File: src/rtl/fetch_ctrl.sv
// fetch_ctrl: instruction fetch front end. Holds the PC, fetches one word
// per cycle into a small FIFO (QDEPTH entries) and presents the head to
// decode with a valid/ready handshake. Redirects flush the FIFO and reload
// the PC (word-aligned), raising a one-cycle misalign pulse for unaligned
// targets.
module fetch_ctrl #(
  parameter logic [9:0] RESET_PC = 10'd0,
  parameter int         QDEPTH   = 2
) (
  input  logic        clk,
  input  logic        reset,
  input  logic        enable,
  output logic [9:0]  imem_addr,
  input  logic [31:0] imem_data,
  input  logic        redirect,
  input  logic [9:0]  redirect_pc,
  output logic        inst_valid,
  output logic [31:0] inst_data,
  output logic [9:0]  inst_pc,
  input  logic        inst_ready,
  output logic        misalign
);

  localparam int         PW      = (QDEPTH == 4) ? 2 : 1;
  localparam logic [2:0] DEPTH_C = 3'(QDEPTH);

  localparam logic [0:0] ST_IDLE = 1'b0;
  localparam logic [0:0] ST_RUN  = 1'b1;

  logic [0:0]    state_q, state_d;
  logic [9:0]    pc_q, pc_d;
  logic [2:0]    count_q, count_d;
  logic [PW-1:0] head_q, head_d;
  logic [PW-1:0] tail_q, tail_d;
  logic          misalign_q, misalign_d;

  logic [9:0]    slot_pc_q   [QDEPTH];
  logic [31:0]   slot_data_q [QDEPTH];

  logic          valid_s;
  logic          pop_s;
  logic          push_s;

  // Handshake and push qualification; a redirect blocks both directions.
  always_comb begin
    valid_s = (count_q != 3'd0) && !redirect;
    pop_s   = valid_s && inst_ready;
    push_s  = (state_q == ST_RUN) && enable && !redirect &&
              ((count_q < DEPTH_C) || pop_s);
  end

  // FSM next state: fetching is gated by the state reached on the previous edge.
  always_comb begin
    state_d = state_q;
    case (state_q)
      ST_IDLE: begin
        if (enable) state_d = ST_RUN;
        else        state_d = ST_IDLE;
      end
      ST_RUN: begin
        if (enable) state_d = ST_RUN;
        else        state_d = ST_IDLE;
      end
      default: state_d = ST_IDLE;
    endcase
  end

  // Queue pointers, occupancy, PC and misalign next state; redirect wins.
  always_comb begin
    pc_d       = pc_q;
    count_d    = count_q;
    head_d     = head_q;
    tail_d     = tail_q;
    misalign_d = 1'b0;
    if (redirect) begin
      pc_d       = {redirect_pc[9:2], 2'b00};
      count_d    = 3'd0;
      head_d     = '0;
      tail_d     = '0;
      misalign_d = (redirect_pc[1:0] != 2'b00);
    end else begin
      if (push_s) begin
        pc_d   = pc_q + 10'd4;
        tail_d = tail_q + 1'b1;
      end else begin
        pc_d   = pc_q;
        tail_d = tail_q;
      end
      if (pop_s) head_d = head_q + 1'b1;
      else       head_d = head_q;
      count_d = count_q + {2'b00, push_s} - {2'b00, pop_s};
    end
  end

  // Control state registers.
  always_ff @(posedge clk or posedge reset) begin
    if (reset) begin
      state_q    <= ST_IDLE;
      pc_q       <= RESET_PC;
      count_q    <= 3'd0;
      head_q     <= '0;
      tail_q     <= '0;
      misalign_q <= 1'b0;
    end else begin
      state_q    <= state_d;
      pc_q       <= pc_d;
      count_q    <= count_d;
      head_q     <= head_d;
      tail_q     <= tail_d;
      misalign_q <= misalign_d;
    end
  end

  // Queue storage: write {PC, word} at the tail on each push; cleared on reset.
  always_ff @(posedge clk or posedge reset) begin
    if (reset) begin
      for (int i = 0; i < QDEPTH; i++) begin
        slot_pc_q[i]   <= 10'd0;
        slot_data_q[i] <= 32'd0;
      end
    end else if (push_s) begin
      slot_pc_q[tail_q]   <= pc_q;
      slot_data_q[tail_q] <= imem_data;
    end else begin
      slot_pc_q[tail_q]   <= slot_pc_q[tail_q];
      slot_data_q[tail_q] <= slot_data_q[tail_q];
    end
  end

  assign imem_addr  = pc_q;
  assign inst_valid = valid_s;
  assign inst_pc    = slot_pc_q[head_q];
  assign inst_data  = slot_data_q[head_q];
  assign misalign   = misalign_q;

endmodule

File: config.mk
export PLATFORM = sky130hd
export DESIGN_NAME = fetch_ctrl
export DESIGN_NICKNAME = d
export VERILOG_FILES = /design/src/rtl/fetch_ctrl.sv
export SDC_FILE = /design/constraint.sdc
export NUM_CORES = 1
export LEC_CHECK = 0
export CAP_MARGIN = 15
export CORE_ASPECT_RATIO = 0.8
export CORE_MARGIN = 10
export CORE_UTILIZATION = 47
export CTS_CLUSTER_DIAMETER = 200
export DETAILED_ROUTE_END_ITERATION = 10
export GPL_TIMING_DRIVEN = 0
export PLACE_DENSITY_LB_ADDON = 0.08
export SYNTH_ARGS = -nofsm -noshare
export SYNTH_HDL_FRONTEND = slang
export SYNTH_SLANG_ARGS = --single-unit
export TNS_END_PERCENT = 20
File: constraint.sdc
create_clock -name clk -period 5.1 [get_ports clk]
set_input_delay 1.53 -clock clk [delete_from_list [all_inputs] [get_ports clk]]
set_output_delay 1.53 -clock clk [all_outputs]
set_load 0.005 [all_outputs]
Word-level counts from Yosys, hierarchy flattened
Index checks and enable logic that the tools add are counted.
{ "word_totals": {"ff_bits": 101, "inputBits": 47, "wordCells": 64} }
{ "classes": {"muxes": 31, "bitwise": 2, "n_addsub": 5, "reduce_logical": 12, "order_cmp": 4} }
{ "ops": {"columns": ["operator", "count"], "rows": [
  ["32-bit 2-to-1 mux", 7],
  ["64-bit bitwise mux", 2],
  ["10-bit 2-to-1 mux", 9],
  ["64-bit 2-to-1 mux", 1],
  ["20-bit bitwise mux", 2],
  ["32-bit demux with 1-bit select", 1],
  ["20-bit 2-to-1 mux", 1],
  ["10-bit by 3-bit adder with 10-bit output (second input constant)", 1],
  ["10-bit demux with 1-bit select", 1],
  ["1-bit logical AND", 6],
  ["1-bit 2-to-1 mux", 6],
  ["2-bit nonzero test", 3],
  ["2-bit >= comparator (second input constant)", 2],
  ["1-bit NOT with 2-bit output", 2],
  ["3-bit by 1-bit adder with 3-bit output", 1],
  ["3-bit by 2-bit less-than comparator with 1-bit output (second input constant)", 1],
  ["3-bit 2-to-1 mux", 1],
  ["3-bit nonzero test", 1],
  ["3-bit by 1-bit subtractor with 3-bit output", 1],
  ["1-bit adder (second input constant)", 2],
  ["2-bit by 1-bit less-than comparator with 1-bit output (second input constant)", 1],
  ["1-bit zero test", 1],
  ["1-bit logical OR", 1]
]} }

Longest topological paths before layout
Gate-level depths: netlist of run 1.
{ "logic_depth": {"depth_word": 8, "depth_mapped": 10, "mapped_depth_nobuf": 10} }

Least setup slack after synthesis of run 1
No wires, ideal clock.
{ "synth_timing": {"kind": "input-to-output", "from": "input port redirect", "to": "output port inst_valid", "stages": 2, "arrival_ps": 1893, "setup_slack_ps": 1677, "path_cell_list": "clkbuf_1 nor2_1"} }
{ "synth_via": {"elab_chain_len": 2} }
{ "synth_lines": {"columns": ["element", "line_no", "source"], "rows": [
  ["start: declaration", "15", "input logic redirect,"],
  ["1-bit zero test", "46", "valid_s = (count_q != 3'd0) && !redirect;"],
  ["1-bit logical AND", "46", null],
  ["end: declaration", "17", "output logic inst_valid,"]
]} }
No other way between the ends.

Final worst setup path of run 1
Ends and elaborated chain as after synthesis.

==> results of run 1 <==
==> critical path, cell delays in order <==
cell and delay (ns):
clkdlybuf4s50_1 0.58, clkbuf_1 0.42, nor2_1 0.13, clkdlybuf4s50_1 0.48
==> worst min-delay path by stage <==
stage                             start            end  cells past startpoint
after floorplan            slot_pc_q[0]   slot_pc_q[0]                      1
after detailed placement   slot_pc_q[1]   slot_pc_q[1]                      1
final                      slot_pc_q[0]   slot_pc_q[0]                      1
after CTS                  slot_pc_q[1]   slot_pc_q[1]                      1
after global placement     slot_pc_q[1]   slot_pc_q[1]                      1
after global routing      slot_pc_q[11]  slot_pc_q[11]                      1
==> registers in the layout, indices dropped and copies added, names as in the netlist <==
register and count:
misalign 1, slot_data_q 64, imem_addr 8, tail_q 1, state_q 1, slot_pc_q 20, head_q 1, count_q 3
==> metrics by stage <==
stage	TNS, ns	setup WS (ns)	total power [uW]	hold WS, ns
after floorplan	0	0.980	2080	0.447
after global placement	-58.78	-0.598	2720	0.463
after detailed placement	0	0.456	2750	0.469
after CTS	0	0.409	3440	0.487
after global routing	0	0.343	3590	0.506
final	0	0.433	3380	0.487
==> layer usage <==
layer | vias up | share of wire | GRT usage
met4 | 0 | 0.0085 | 0.0361
met2 | 72 | 0.46 | 0.219
met1 | 1391 | 0.46 | 0.184
li1 | 1309 | - | -
met3 | 11 | 0.065 | 0.0574
met5 | - | 0 | 0
==> cells in the final DEF (no fill, tap or decap), drive strengths merged, types with 2 or more instances in the layout <==
cell | netlist | layout
mux2 | 126 | 126
dfrtp | 99 | 99
clkdlybuf4s50 | 0 | 98
clkbuf | 6 | 17
buf | 14 | 15
nand2 | 7 | 7
nor2 | 6 | 6
and2 | 5 | 5
o21ai | 5 | 5
xnor2 | 4 | 4
inv | 4 | 4
xor2 | 3 | 3
nor2b | 3 | 3
nand3 | 3 | 3
ha | 3 | 3
o31a | 3 | 3
and3 | 2 | 2
o211ai | 2 | 2
or4 | 2 | 2
conb | 1 | 2
clkinv | 0 | 2
==> layout make-up <==
type | count | area (sq um) | area share
Buffer | 20 | 164 | 0.0268
Clock buffer | 11 | 243 | 0.0397
Clock inverter | 3 | 40.0 | 0.00655
Inverter | 4 | 17.5 | 0.00287
Multi-Input combinational cell | 188 | 1990 | 0.326
Sequential cell | 99 | 2480 | 0.405
Tap cell | 136 | 170 | 0.0278
Timing Repair Buffer | 99 | 1010 | 0.165
==> cells by family after synthesis <==
family	Yosys count	synth area share
DFF	99	0.534
other	1	0.000808
xor gates and xnor gates	7	0.0132
buffers and inverters	24	0.0385
adders and majority gates	4	0.0124
muxes	126	0.336
AOI/OAI and AO/OA	13	0.0229
and+or+nand+nor	36	0.0423
==> power by group through the flow <==
stage                     Sequential, uW  Clock (uW)  Combinational [uW]
after global placement              1290           0                1430
final                               1300         663                1420
after floorplan                     1250           0                 827
after global routing                1350         715                1530
after detailed placement            1310           0                1450
after CTS                           1300         681                1460
==> metrics.csv, run 1 <==
metric,value,unit
tightest_slew,0.630,ns
drt_iter0_markers,129,
fin_cells,560,
clkLatencyLatePin,0.34,ns
fillers,763,
critPathArrivalTime,3.14,ns
power.share.clock,0.196,
gp_congestion,0.742,
yosysWarnings,0,
worstSetupStartpoint,redirect,
yosysMostFrequentCell,dfrtp_1,
path_clk_slew,0.06,ns
ioPinCount,101,
status,finished clean,
final_area,0.00611,sq mm
numPortBuffers,98,
drive_above_1_share,0.368,
routed_via_density,4.97,
syn_inst,310,
cts.htree.levels,3,
timing.final.crit_period,4.67,ns
cts_root_buf,clkbuf_16,
grt_start_max_net_pins,52,
first_pass_iters,4,
first_global_vias,3065,
slew-limit-headroom,0.580,
ys_seq_area_frac,0.534,
rsz0062_at_grt,no,
crit_type,input port to output port,
netlist_top_cells_area,"dfrtp_1, mux2_2, mux2_4",
die_area,0.0143,sq mm
r2r_slack,2.97,ns
track_usage,0.142,
n_antenna_cell,0,
antenna_left,0,
finalWirelength,9.92,mm
cts_hold_buf,0,
final_nets,472,
synthTopCellsByCount,"dfrtp_1, mux2_2, mux2_4",
synth_edf_count,0,
grt_pass1_wl,16.3,mm
post_cts_resize_count,0,
setup_viol,0,
initial_core_util,0.481,
core,0.00965,sq mm
dr_total_vias,2783,
clockBufferDepth,2,
die_w,131,um
p_sw,881,uW
cts_setup_buffers,0,
drcViolationCount,0,
post-route-util,0.633,
timing.fmax,214,MHz
syn2layout_area_growth,31.6,%
yosys_register_bits,99,
vdd_ir_drop_max,0.235,mV
slew_viol_final,0,
async_flop_share,1.00,
synth_top_area_frac,0.534,
hold_viol,0,
worstSetupEndpoint,inst_valid,
dp_hpwl,7.11,mm
reg2reg_depth,9,
crit_fanout,10,
timing.rr.end,count_q[2],
fp.dieH,109,um
p_per_area,553,mW/mm^2
period_share,0.915,
wire_per_inst,17.7,um
antenna_found_initial,0,
cts_tree,yes,
grt-ovfl-total,0,
netlist_area,0.00464,sq mm
critPathRequiredTime,3.57,ns
max_cap_violations,0,
place_inst,546,
hp-class,flip-flop to flip-flop,
avgSynthCellArea,15.0,sq um
post_dp_cell_area,0.00583,sq mm
pwr-share-comb,0.419,
seq_power_share,0.384,
end_kind,output port,
clock-skew-final,0.00421,ns
synth_ff_type,dfrtp_1,
synth_cell_types,38,
switching_share,0.261,
yosys.area.top_type,dfrtp_1,
intPower,2500,uW
numCtsBuffers,9,
cts.sinks,99,
rows,32,
r2r-start,count_q[1],
crit_path_start_kind,input port,
power_leakage,0.00276,uW
Power figures use the tool's default switching activity.
==> run 2: changes to the inputs <==
--- a/config.mk
+++ b/config.mk
@@ -8,7 +8,7 @@
 export CAP_MARGIN = 15
 export CORE_ASPECT_RATIO = 0.8
 export CORE_MARGIN = 10
-export CORE_UTILIZATION = 47
+export CORE_UTILIZATION = 45
 export CTS_CLUSTER_DIAMETER = 200
 export DETAILED_ROUTE_END_ITERATION = 10
 export GPL_TIMING_DRIVEN = 0
==> run 2 against run 1 <==
  * Largest cell class unchanged
  * Register-to-register slack improved by 0.02 ns
  * Flip-flop and latch count did not move
  * Maximum frequency fell by 0.26%
  * Cell area rose by 1.1%
  * Non-clock buffer count did not move
  * Clock skew rose by 0.0020 ns
  * Sequential share of layout area fell by 0.43 points
  * Hold slack improved by 0.0016 ns
  * Die area rose by 3.7%
  * Via count barely moved
==> metrics.csv, run 2 (same netlist as run 1, synthesis figures left out) <==
metric,value,unit
die_area,0.0148,sq mm
crit_type,input port to output port,
hp-class,flip-flop to flip-flop,
p_sw,892,uW
power_leakage,0.00279,uW
clockBufferDepth,2,
power.share.clock,0.221,
crit_chain,"clkdlybuf4s50_1, clkbuf_1, nor2_1, clkdlybuf4s50_1",
use_met3,0.0503,
seq_power_share,0.372,
layout_commonest_cell,dfrtp_1,
use_met1,0.177,
path_common_cell,clkdlybuf4s50_1,
post_cts_resize_count,0,
dr_total_vias,2784,
cpPeakStageDelay,0.57,ns
grt_busiest_layer,met2,
switching_share,0.255,
cts_tree,yes,
drt_iter0_markers,120,
dp_worst_setup_slack,0.394,ns
end_kind,output port,
antenna_left,0,
hold_viol,0,
numCtsBuffers,9,
syn2layout_area_growth,33.0,%
path_clk_slew,0.06,ns
period_share,0.917,
setup_viol,0,
met2_usage,0.219,
tightest_slew,0.637,ns
status,finished clean,
clock-skew-final,0.00622,ns
die_w,134,um
critPathArrivalTime,3.15,ns
pwr-share-comb,0.407,
initial_core_util,0.457,
cp_slowest_cell,clkdlybuf4s50_1,
finalWirelength,9.97,mm
p_per_area,566,mW/mm^2
grt-ovfl-total,0,
drive_above_1_share,0.371,
clkLatencyLatePin,0.34,ns
grt_start_max_net_pins,54,
gp_congestion,0.756,
slew-limit-headroom,0.575,
max_cap_violations,0,
worstSetupStartpoint,redirect,
critPathRequiredTime,3.57,ns
ioPinCount,101,
slew_viol_final,0,
crit_fanout,10,
fp.dieH,111,um
drcViolationCount,0,
cts.sinks,99,
dp_hpwl,7.11,mm
final_area,0.00618,sq mm
core,0.0102,sq mm
setup_slack,0.421,ns
first_global_vias,3081,
vdd_ir_drop_max,0.280,mV
wire_per_inst,17.6,um
cts_hold_buf,0,
track_usage,0.140,
rsz0062_at_grt,no,
cts_root_buf,clkbuf_16,
routed_via_density,4.92,
timing.fmax,214,MHz
largest_reg_flops,64,
first_pass_iters,3,
timing.final.crit_period,4.68,ns
rows,33,
most-common-layout-cells,"dfrtp_1, clkdlybuf4s50_1, mux2_2",
grt_pass1_wl,16.6,mm
hold_start,slot_pc_q[11],
crit_path_start_kind,input port,
top_register,slot_data_q,
antenna_found_initial,0,
numPortBuffers,98,
final_nets,472,
intPower,2600,uW
cts.htree.levels,3,
cts_setup_buffers,0,
post_dp_cell_area,0.00583,sq mm
n_antenna_cell,0,
r2r-start,count_q[1],
-- run 2: per-stage QoR --
step           hold WS [ns]  setup TNS (ns)  power, uW  std cells   util
2_1_floorplan         0.447               0       2080        311      -
3_3_place_gp          0.465          -53.87       2720        549  0.571
3_5_place_dp          0.472               0       2760        550  0.574
4_1_cts               0.490               0       3560        566  0.608
5_1_grt               0.507               0       3710        566  0.608
6_report              0.489               0       3490        566  0.608
-- run 2: layout make-up --
type,instances,area (sq um)
timing repair buffer,99,1010
clock inverter,5,100
buffer,20,164
multi-input combinational,188,1990
inverter,4,17.5
tap,140,175
sequential,99,2480
clock buffer,11,243
fill,853,3980
-- run 2: routing by layer --
metal,part of all wire,up-vias
li1,-,1321
met5,0,-
met2,0.48,59
met1,0.46,1391
met4,0.012,0
met3,0.053,13
-- run 2: final timing paths --
check,to,slack (ns),cells past startpoint
max in group asynchronous,imem_addr[8],2.82,3
max reg2reg,slot_data_q[34],2.99,8
min in group asynchronous,slot_data_q[12],1.62,2
min reg2reg,slot_pc_q[11],0.49,1
max,inst_valid,0.42,4
min,slot_pc_q[11],0.49,1
-- run 2: power by group through the flow --
stage | clock network [uW] | logic (uW) | registers [uW]
5_1_grt | 823 | 1540 | 1340
3_3_place_gp | 0 | 1430 | 1290
6_report | 772 | 1420 | 1300
4_1_cts | 796 | 1460 | 1300
3_5_place_dp | 0 | 1450 | 1310
2_1_floorplan | 0 | 827 | 1250
-- run 2: critical path, delay by kind of cell --
family | cells | cell delay (ns)
buffers and inverters | 3 | 1.48
AND/OR/NAND/NOR | 1 | 0.13
==> run 3: changes to the inputs <==
--- a/config.mk
+++ b/config.mk
@@ -11,8 +11,10 @@
 export CORE_UTILIZATION = 45
 export CTS_CLUSTER_DIAMETER = 200
 export DETAILED_ROUTE_END_ITERATION = 10
+export DONT_BUFFER_PORTS = 1
 export GPL_TIMING_DRIVEN = 0
 export PLACE_DENSITY_LB_ADDON = 0.08
+export RECOVER_POWER = 100
 export SYNTH_ARGS = -nofsm -noshare
 export SYNTH_HDL_FRONTEND = slang
 export SYNTH_SLANG_ARGS = --single-unit
==> run 3 against run 2 <==
  * Flip-flop and latch count unchanged
  * The flow now finishes with violations (capacitance limit, slew limit)
  * Total power down 21%
  * Register-to-register slack worse by 0.84 ns
  * Critical path type is now input port to asynchronous set/reset pin
  * Largest cell class unchanged
  * Cell count down 17%
  * Combinational power down 46%
  * Global-route usage down 0.69 points
  * Die area unchanged
  * Sequential power about the same
  * Wire length down 4.3%
  * First-iteration DRC count down 20%
==> metrics.csv, run 3 (same netlist as run 1, synthesis figures left out) <==
metric,value,unit
cp_slowest_cell,clkbuf_2,
pwr-share-comb,0.279,
end_kind,asynchronous set/reset pin,
holdWs,0.477,ns
r2r_slack,2.15,ns
finalWirelength,9.54,mm
drt_iter0_markers,96,
wire_per_inst,20.4,um
crit_fanout,57,
numCtsBuffers,9,
grt_start_max_net_pins,58,
p_per_area,561,mW/mm^2
cts.htree.levels,3,
grt_pass1_wl,15.6,mm
crit_chain,"clkinvlp_2, clkbuf_2",
timing.final.crit_period,3.63,ns
fp.dieH,111,um
hp-class,flip-flop to flip-flop,
dp_worst_setup_slack,1.50,ns
cts_hold_buf,0,
cp.depth,2,
path_clk_slew,0.06,ns
tightest_slew,1.84,ns
numPortBuffers,0,
cts_setup_buffers,0,
fin_cells,468,
clockBufferDepth,2,
reg2reg_depth,7,
rows,33,
crit_path_start_kind,input port,
die_w,134,um
drcViolationCount,0,
rsz0062_at_grt,no,
timing.rr.end,slot_data_q[56],
die_area,0.0148,sq mm
final_nets,374,
power.share.clock,0.253,
dp_hpwl,6.74,mm
antenna_found_initial,0,
gp_congestion,0.748,
dr_total_vias,2441,
routed_via_density,5.22,
slew_viol_final,44,
violations,"capacitance limit, slew limit",
r2r-start,count_q[1],
cts.sinks,99,
largest_reg_flops,64,
cpPeakStageDelay,1.22,ns
cpLargestDelayFamily,buffers and inverters,
core,0.0102,sq mm
ioPinCount,101,
multi_input_comb_area,0.00184,sq mm
critical_path_buf_inv_count,2,
place_inst,452,
cts_root_buf,clkbuf_16,
n_antenna_cell,0,
setup_slack,1.47,ns
switching_share,0.291,
seq_power_share,0.468,
initial_core_util,0.457,
critPathRequiredTime,5.30,ns
syn2layout_area_growth,5.60,%
p_sw,801,uW
vdd_ir_drop_max,0.190,mV
post_cts_resize_count,0,
timing.fmax,276,MHz
first_global_vias,2705,
track_usage,0.133,
clkLatencyLatePin,0.34,ns
finalPower,2750,uW
layout_commonest_cell,dfrtp_1,
worstSetupEndpoint,tail_q,
hold_viol,0,
top_register,slot_data_q,
crit_type,input port to asynchronous set/reset pin,
worstSetupStartpoint,reset,
cts_tree,yes,
antenna_left,0,
period_share,0.711,
fillers,967,
critPathArrivalTime,3.83,ns
drive_above_1_share,0.213,
status,"complete, but fails checks",
intPower,1950,uW
register_area,0.00248,sq mm
power_leakage,0.00217,uW
grt-ovfl-total,0,
first_pass_iters,4,
most-common-layout-cells,"dfrtp_1, mux2_1, mux2_2",
slew-limit-headroom,-0.233,
setup_viol,0,
max_cap_violations,1,
clock-skew-final,0.00926,ns
-- run 3: cell count changes in the layout (fill, tap and decap cells not counted), sizes merged --
cell           before  now
clkinv              2    0
clkbuf             17   34
bufinv              3    1
inv                 4    3
clkdlybuf4s50      98    0
buf                15    2
clkinvlp            0    1
-- run 3: layer usage --
metal	vias up	share of wire	global-route usage
li1	1111	-	-
met1	1255	0.43	0.167
met2	67	0.47	0.202
met3	8	0.087	0.0643
met4	0	0.0089	0.0304
met5	-	0	0
-- run 3: layout make-up --
type	count	share of cell area
Clock buffer	15	0.0566
Timing Repair Buffer	1	0.00102
Sequential cell	99	0.505
Buffer	20	0.0168
Tap cell	140	0.0357
Inverter	4	0.00332
Clock inverter	1	0.00612
Multi-Input combinational cell	188	0.375
-- run 3: through the flow --
step,utilization,area [sq um],setup TNS (ns)
3_5_place_dp,0.478,4850,0
5_1_grt,0.483,4900,0
3_3_place_gp,0.475,4820,-23.25
6_report,0.483,4900,0
2_1_floorplan,-,4650,0
4_1_cts,0.508,5160,0
-- run 3: worst min-delay path by stage --
stage / depth (start not counted) / start / end
floorplan: 1 / slot_pc_q[0] / slot_pc_q[0]
global placement: 1 / slot_pc_q[10] / slot_pc_q[10]
detailed placement: 1 / slot_pc_q[10] / slot_pc_q[10]
CTS: 1 / slot_pc_q[1] / slot_pc_q[1]
global route: 1 / slot_pc_q[10] / slot_pc_q[10]
finish: 1 / slot_pc_q[10] / slot_pc_q[10]
-- run 3: power groups by stage --
stage	Clock, uW	Combinational [uW]	Sequential, uW
3_5_place_dp	0	991	1310
6_report	696	767	1290
5_1_grt	748	864	1340
2_1_floorplan	0	827	1250
3_3_place_gp	0	972	1300
4_1_cts	719	993	1300
